<file path="config.mk">
export PLATFORM = sky130hd
export DESIGN_NAME = uart_frame_rx
export DESIGN_NICKNAME = d
export VERILOG_FILES = /design/src/rtl/uart_pkg.sv /design/src/rtl/uart_rx_byte.sv /design/src/rtl/uart_frame_rx.sv
export SDC_FILE = /design/constraint.sdc
export NUM_CORES = 1
export LEC_CHECK = 0
export BUFFER_PORTS_ARGS = -buffer_cell sky130_fd_sc_hd__buf_2
export CAP_MARGIN = 0
export CORE_MARGIN = 8
export CORE_UTILIZATION = 45
export DETAILED_ROUTE_END_ITERATION = 12
export SLEW_MARGIN = 20
export SYNTH_ARGS = -nofsm -noshare
export SYNTH_HDL_FRONTEND = slang
export SYNTH_SLANG_ARGS = --single-unit
</file>
<file path="constraint.sdc">
create_clock -name CLK100MHZ -period 2.5 [get_ports CLK100MHZ]
set_input_delay 0.125 -clock CLK100MHZ [delete_from_list [all_inputs] [get_ports CLK100MHZ]]
set_output_delay 0.125 -clock CLK100MHZ [all_outputs]
set_load 0.05 [all_outputs]
</file>
<file path="src/rtl/uart_pkg.sv">
// Shared types, constants and helpers for the debug UART receive path.
// Holds no logic, so it adds no latency and applies no backpressure.
package uart_pkg;

    typedef enum logic [1:0] {
        BYTE_IDLE,
        BYTE_START,
        BYTE_DATA,
        BYTE_STOP
    } byte_state_t;

    typedef enum logic [1:0] {
        PARSE_WAIT_SYNC,
        PARSE_CMD,
        PARSE_DATA,
        PARSE_CHK
    } parse_state_t;

    typedef struct packed {
        logic [7:0]  cmd;
        logic [31:0] word;
    } frame_t;

    localparam logic [7:0]  SYNC_DEFAULT = 8'hA5;
    localparam int unsigned FRAME_LEN    = 7;

    function automatic int unsigned baud_div(input int unsigned clk, input int unsigned baud);
        return clk / baud;
    endfunction

endpackage

</file>
<file path="src/rtl/uart_rx_byte.sv">
// 8N1 deserialiser: 2-FF sync, start/data/stop sampling at bit centres; byte valid one cycle after the stop sample.
// No backpressure: each byte is a single-cycle pulse; a low stop bit raises a same-cycle framing strobe.
module uart_rx_byte
    import uart_pkg::*;
#(
    parameter int unsigned DIV = 868
) (
    input  logic       i_clk,
    input  logic       i_rst_n,
    input  logic       i_rx,
    output logic [7:0] o_data,
    output logic       o_data_vld,
    output logic       o_ferr,
    output logic       o_fall,
    output logic       o_busy
);

    localparam int unsigned   CW          = (DIV > 1) ? $clog2(DIV) : 1;
    localparam logic [CW-1:0] HALF_RELOAD = CW'(DIV / 2 - 1);
    localparam logic [CW-1:0] FULL_RELOAD = CW'(DIV - 1);

    logic          r_sync1;
    logic          r_sync2;
    logic          r_sync_q;
    byte_state_t   r_state;
    logic [CW-1:0] r_cnt;
    logic [2:0]    r_bitn;
    logic [7:0]    r_shift;
    logic          r_wait_high;
    logic [7:0]    r_data;
    logic          r_data_vld;

    logic w_rx;
    logic w_fall;
    logic w_tick;

    assign w_rx   = r_sync2;
    assign w_fall = r_sync_q & ~r_sync2;
    assign w_tick = (r_cnt == '0);

    always_ff @(posedge i_clk or negedge i_rst_n) begin
        if (!i_rst_n) begin
            r_sync1  <= 1'b1;
            r_sync2  <= 1'b1;
            r_sync_q <= 1'b1;
        end else begin
            r_sync1  <= i_rx;
            r_sync2  <= r_sync1;
            r_sync_q <= r_sync2;
        end
    end

    always_ff @(posedge i_clk or negedge i_rst_n) begin
        if (!i_rst_n) begin
            r_state     <= BYTE_IDLE;
            r_cnt       <= '0;
            r_bitn      <= '0;
            r_shift     <= '0;
            r_wait_high <= 1'b0;
            r_data      <= '0;
            r_data_vld  <= 1'b0;
        end else begin
            r_data_vld <= 1'b0;
            case (r_state)
                BYTE_IDLE: begin
                    // After a bad stop bit the line must go high before a new start is trusted.
                    if (r_wait_high) begin
                        if (w_rx) begin
                            r_wait_high <= 1'b0;
                        end
                    end else if (w_fall) begin
                        r_state <= BYTE_START;
                        r_cnt   <= HALF_RELOAD;
                    end
                end
                BYTE_START: begin
                    if (w_tick) begin
                        if (w_rx) begin
                            r_state <= BYTE_IDLE;
                        end else begin
                            r_state <= BYTE_DATA;
                            r_cnt   <= FULL_RELOAD;
                            r_bitn  <= '0;
                        end
                    end else begin
                        r_cnt <= r_cnt - 1'b1;
                    end
                end
                BYTE_DATA: begin
                    if (w_tick) begin
                        r_shift <= {w_rx, r_shift[7:1]};
                        r_cnt   <= FULL_RELOAD;
                        r_bitn  <= r_bitn + 3'd1;
                        if (r_bitn == 3'd7) begin
                            r_state <= BYTE_STOP;
                        end
                    end else begin
                        r_cnt <= r_cnt - 1'b1;
                    end
                end
                BYTE_STOP: begin
                    if (w_tick) begin
                        r_state <= BYTE_IDLE;
                        if (w_rx) begin
                            r_data     <= r_shift;
                            r_data_vld <= 1'b1;
                        end else begin
                            r_wait_high <= 1'b1;
                        end
                    end else begin
                        r_cnt <= r_cnt - 1'b1;
                    end
                end
                default: r_state <= BYTE_IDLE;
            endcase
        end
    end

    assign o_data     = r_data;
    assign o_data_vld = r_data_vld;
    assign o_ferr     = (r_state == BYTE_STOP) & w_tick & ~w_rx;
    assign o_fall     = w_fall;
    assign o_busy     = (r_state != BYTE_IDLE);

endmodule

</file>
<file path="src/rtl/uart_frame_rx.sv">
// Debug-UART command framer: SYNC,CMD,D0..D3,CHK -> cmd + 32-bit word; frame_valid/frame_err one cycle after the CHK byte.
// No backpressure: results are single-cycle pulses; framing, checksum and inter-byte timeout errors are counted (saturating).
module uart_frame_rx
    import uart_pkg::*;
#(
    parameter int unsigned CLK_FREQ     = 100_000_000,
    parameter int unsigned BAUD         = 115200,
    parameter logic [7:0]  SYNC         = SYNC_DEFAULT,
    parameter int unsigned TIMEOUT_BITS = 20
) (
    input  logic        CLK100MHZ,
    input  logic        rst_n,
    input  logic        rx_pin_in,
    output logic [7:0]  rx_data,
    output logic        rx_byte_valid,
    output logic [7:0]  frame_cmd,
    output logic [31:0] frame_word,
    output logic        frame_valid,
    output logic        frame_err,
    output logic [7:0]  err_cnt
);

    localparam int unsigned   DIV           = baud_div(CLK_FREQ, BAUD);
    localparam int unsigned   TO_CYCLES     = TIMEOUT_BITS * DIV;
    localparam int unsigned   TW            = (TO_CYCLES > 1) ? $clog2(TO_CYCLES) : 1;
    localparam logic [TW-1:0] TO_LAST       = TW'(TO_CYCLES - 1);
    localparam int unsigned   PAYLOAD_BYTES = FRAME_LEN - 3;
    localparam logic [1:0]    LAST_IDX      = 2'(PAYLOAD_BYTES - 1);

    logic [7:0] w_byte;
    logic       w_byte_vld;
    logic       w_ferr;
    logic       w_fall;
    logic       w_busy;
    logic       w_to_run;
    logic       w_to_expire;
    logic       w_chk_bad;
    logic       w_err_evt;

    parse_state_t  r_pstate;
    logic [1:0]    r_idx;
    logic [7:0]    r_chk;
    frame_t        r_acc;
    frame_t        r_frame;
    logic          r_frame_vld;
    logic          r_frame_err;
    logic [7:0]    r_err_cnt;
    logic [TW-1:0] r_to_cnt;

    uart_rx_byte #(
        .DIV (DIV)
    ) u_rx_byte (
        .i_clk      (CLK100MHZ),
        .i_rst_n    (rst_n),
        .i_rx       (rx_pin_in),
        .o_data     (w_byte),
        .o_data_vld (w_byte_vld),
        .o_ferr     (w_ferr),
        .o_fall     (w_fall),
        .o_busy     (w_busy)
    );

    // The inter-byte timer only runs while a frame is open and the line is quiet.
    assign w_to_run    = (r_pstate != PARSE_WAIT_SYNC) & ~w_busy & ~w_fall;
    assign w_to_expire = w_to_run & (r_to_cnt == TO_LAST);
    assign w_chk_bad   = w_byte_vld & (r_pstate == PARSE_CHK) & (w_byte != r_chk);
    assign w_err_evt   = w_ferr | w_to_expire | w_chk_bad;

    always_ff @(posedge CLK100MHZ or negedge rst_n) begin
        if (!rst_n) begin
            r_to_cnt <= '0;
        end else if (!w_to_run || w_to_expire) begin
            r_to_cnt <= '0;
        end else begin
            r_to_cnt <= r_to_cnt + 1'b1;
        end
    end

    always_ff @(posedge CLK100MHZ or negedge rst_n) begin
        if (!rst_n) begin
            r_pstate    <= PARSE_WAIT_SYNC;
            r_idx       <= '0;
            r_chk       <= '0;
            r_acc       <= '0;
            r_frame     <= '0;
            r_frame_vld <= 1'b0;
            r_frame_err <= 1'b0;
            r_err_cnt   <= '0;
        end else begin
            r_frame_vld <= 1'b0;
            r_frame_err <= w_err_evt;
            if (w_err_evt && (r_err_cnt != 8'hFF)) begin
                r_err_cnt <= r_err_cnt + 8'd1;
            end
            if (w_ferr || w_to_expire) begin
                r_pstate <= PARSE_WAIT_SYNC;
            end else if (w_byte_vld) begin
                case (r_pstate)
                    PARSE_WAIT_SYNC: begin
                        if (w_byte == SYNC) begin
                            r_pstate <= PARSE_CMD;
                        end
                    end
                    PARSE_CMD: begin
                        r_acc.cmd <= w_byte;
                        r_chk     <= w_byte;
                        r_idx     <= '0;
                        r_pstate  <= PARSE_DATA;
                    end
                    PARSE_DATA: begin
                        r_acc.word <= {r_acc.word[23:0], w_byte};
                        r_chk      <= r_chk ^ w_byte;
                        r_idx      <= r_idx + 2'd1;
                        if (r_idx == LAST_IDX) begin
                            r_pstate <= PARSE_CHK;
                        end
                    end
                    PARSE_CHK: begin
                        r_pstate <= PARSE_WAIT_SYNC;
                        if (!w_chk_bad) begin
                            r_frame     <= r_acc;
                            r_frame_vld <= 1'b1;
                        end
                    end
                    default: r_pstate <= PARSE_WAIT_SYNC;
                endcase
            end
        end
    end

    assign rx_data       = w_byte;
    assign rx_byte_valid = w_byte_vld;
    assign frame_cmd     = r_frame.cmd;
    assign frame_word    = r_frame.word;
    assign frame_valid   = r_frame_vld;
    assign frame_err     = r_frame_err;
    assign err_cnt       = r_err_cnt;

endmodule

</file>
==> summary.md <==
| Metric | Value |
|---|---|
| FF/Latch Area | 3830 sq um |
| Synth warn | 0 |
| Worst slack, placed | 0.0486 ns |
| Status | complete, no violations |
| Initial antenna violation count | 0 |
| Min cycle time layout | 2.37 ns |
| Die width | 139 microns |
| Post-Layout Cell Count | 825 |
| Multi-input logic area | 2790 sq um |
| Post-synthesis cell type count | 54 |
| WL final | 13.7 mm |
| Area growth syn-to-layout | 20.2% |
| Clock Tree Buf Depth | 2 |
| Max stage delay cell, worst path | or4bb_1 |
| Fraction of registers with async set/reset | 100% |
| Post-synthesis cell area | 6770 sq um |
| HP Class | in -> async |
| GP Congestion | 0.833 |
| First-pass GRT wire length | 23.4 mm |
| Number of max-cap violations | 0 |
| CP top delay family | simple AND/OR/NAND/NOR gates |
| Starting Density | 45.3% |
| Core Box Area | 14900 sq um |
| CTS Buf Count | 17 |
| Die footprint | 19200 sq um |
| IR drop worst, VDD | 0.707 mV |
| Buf/Inv on CP | 2 |
| Worst rel slew slack | 31.0% |
| Fin. Hold Viols | 0 |
| 1st-iter DRT viols | 232 |
| Setup CP Type | reg -> reg |
| Die Height | 139 microns |
| Worst setup margin | 0.134 ns |
| Placed cells | 788 |
| Worst Setup End Kind | flop |
| Fin. max-slew vios | 0 |
| GRT Total Usage | 14.9% |
| Clock Tree Root | clkbuf_16 |
| Clk_lat worst skew | 0.43 ns |
| Most area-consuming cells after synthesis | dfrtp_1 55%, mux2_2 12%, mux2_1 4.2%, ha_1 3.1%, xor2_1 2.8% |
| WL met2 | 6.40 mm |
| CP Launch Type | flop |
| Top sig layer | met4 |
| Slowest stage delay, CP | 0.55 ns |
| Via density | 5.36 |
| H-tree depth | 4 |
| Register area share after synthesis | 56.6% |
| Final Cell Area | 8130 sq um |
| I/O Buffers | 61 |
| Final setup vio count | 0 |
| Wl on met1 | 6.44 mm |
| Count leader, synth | dfrtp_1 |
| Hold WS | 0.285 ns |
| Grt total ovfl | 0 |
| CTS tree | built |
| Final core utilization | 54.5% |
| Vias in the first global route | 4654 |
| Measured slew at the worst slew-check pin | 1.03 ns |
| Layout Skew | 0.0113 ns |
| Yosys reg bits | 153 |
| Max frequency | 423 MHz |
| Nets@finish | 644 |
| Main synth FF type | dfrtp_1 |
| P_leak | 4.23 nW |
| Fillers | 1225 |
| Reg clk slew, reported paths | 0.06 ns |
| Syn Area/Cell | 12.5 sq um |
| Mapped Nets | 560 |
| # rows | 45 |
| Gate Count Post-Synth | 540 |
| Met3 WL | 672 microns |
| Synth cell count leaders | 150 x dfrtp_1, 73 x mux2_2, 29 x a21oi_1, 28 x nor2_1, 25 x mux2_1 |
| Share of the synthesized area in the top cell type | 55.5% |
| Synth area leader | dfrtp_1 |
| DRT antenna net count | 0 |
| CP Cell Sequence | or4bb_1 -> nor4_4 -> a21oi_2 -> nand4_1 -> buf_4 -> buf_6 -> mux2_2 |
| WP data arrival | 2.68 ns |
| Crit path max fanout | 20 |
| Share of cells above drive strength 1 | 32.8% |
| Largest net degree at the start of global routing | 73 |
| Tcrit/Tclk final | 94.6% |
| Vias | 4422 |
| Clock Sinks | 153 |
| Post-synth EDFFs | 0 |
| Detailed placement HPWL | 9.18 mm |
| Worst path required time | 2.81 ns |
| DRC violations left | 0 |
| Ports | 62 |
| PD cells | 781 nW/um^2 |
| Area of placed instances | 7450 sq um |
| N_diodes | 0 |
| WL/cell | 16.6 microns |
| Drt first pass iters | 4 |
## per-stage QoR
| stage | TNS, ns | total power [mW] |
|---|---|---|
| after floorplan | 0 | 3.42 |
| after global placement | 0 | 3.71 |
| after detailed placement | 0 | 3.72 |
| after CTS | 0 | 6.40 |
| after global routing | -0.0356 | 6.67 |
| final | 0 | 6.35 |
## layout make-up
cell class | count | share of cell area [%]
Clock inverter | 13 | 1.98
Multi-Input combinational cell | 347 | 34.4
Timing Repair Buffer | 92 | 7.48
Clock buffer | 19 | 5.57
Tap cell | 188 | 2.89
Inverter | 13 | 0.600
Sequential cell | 153 | 47.1
## layout by cell type, fill, tap and decap left out, types with 4 or more instances in the layout
master and n:
mux2_1 25, a22o_1 6, and3_1 7, buf_4 24, o21ai_0 17, dfrtp_1 150
nand3_1 20, mux2_2 73, a211oi_1 4, nor2_1 28, clkinv_2 4, clkbuf_16 18
nand2b_1 4, nand4_1 7, ha_1 17, xor2_1 22, a21oi_1 27, inv_1 13
xnor2_1 4, buf_2 60, inv_6 5, nor3_1 6, nand2_1 23, mux2i_1 4
## final timing paths
path                              startpoint                 to  slack [ns]  depth (start not counted)
max                             r_to_cnt[11]      frame_word[6]        0.13                          7
min                                    rst_n     frame_word[27]        0.28                          2
max reg2reg                     r_to_cnt[11]      frame_word[6]        0.13                          7
min reg2reg                u_rx_byte.r_sync1  u_rx_byte.r_sync2        0.36                          0
max in group asynchronous              rst_n  u_rx_byte.r_sync2        1.50                          3
min in group CLK100MHZ             rx_pin_in  u_rx_byte.r_sync1        0.35                          2
## state kept, by name (all words and copies together) (netlist names), 2 cells and up, named ones only
name / cells
err_cnt: 8
frame_cmd: 8
frame_word: 32
r_acc: 40
r_chk: 8
r_idx: 2
r_pstate: 2
r_to_cnt: 15
u_rx_byte.o_data: 8
u_rx_byte.r_bitn: 3
u_rx_byte.r_cnt: 10
u_rx_byte.r_shift: 8
## timing repair
action                     in CTS  in global routing
hold endpoints to repair       71                  0
hold buffers                    2                  0
setup endpoints to repair       0                 47
buffers inserted                0                  2
resized for setup               0                  5
## report_power, final
part / leakage [nW] / internal (mW) / switching, mW / total, mW
combinational: 1.82 / 0.397 / 0.612 / 1.01
clock: 0.305 / 1.63 / 1.02 / 2.66
sequential: 2.11 / 2.58 / 0.108 / 2.69
## layer usage
metal  up-vias  GRT usage, %
met5         -             0
met4         0          5.43
met3        17          4.18
met2        83          22.9
met1      2222          19.6
li1       2100             -
## cells by family after synthesis
kind of cell	synth area share, %
adder cells (fa/ha/maj)	3.14
AO/OA/AOI/OAI	8.30
flip-flops	56.6
XOR/XNOR	3.37
buffers and inverters	2.40
multiplexers	16.9
AND/OR/NAND/NOR	9.23
Power figures use the tool's default switching activity.
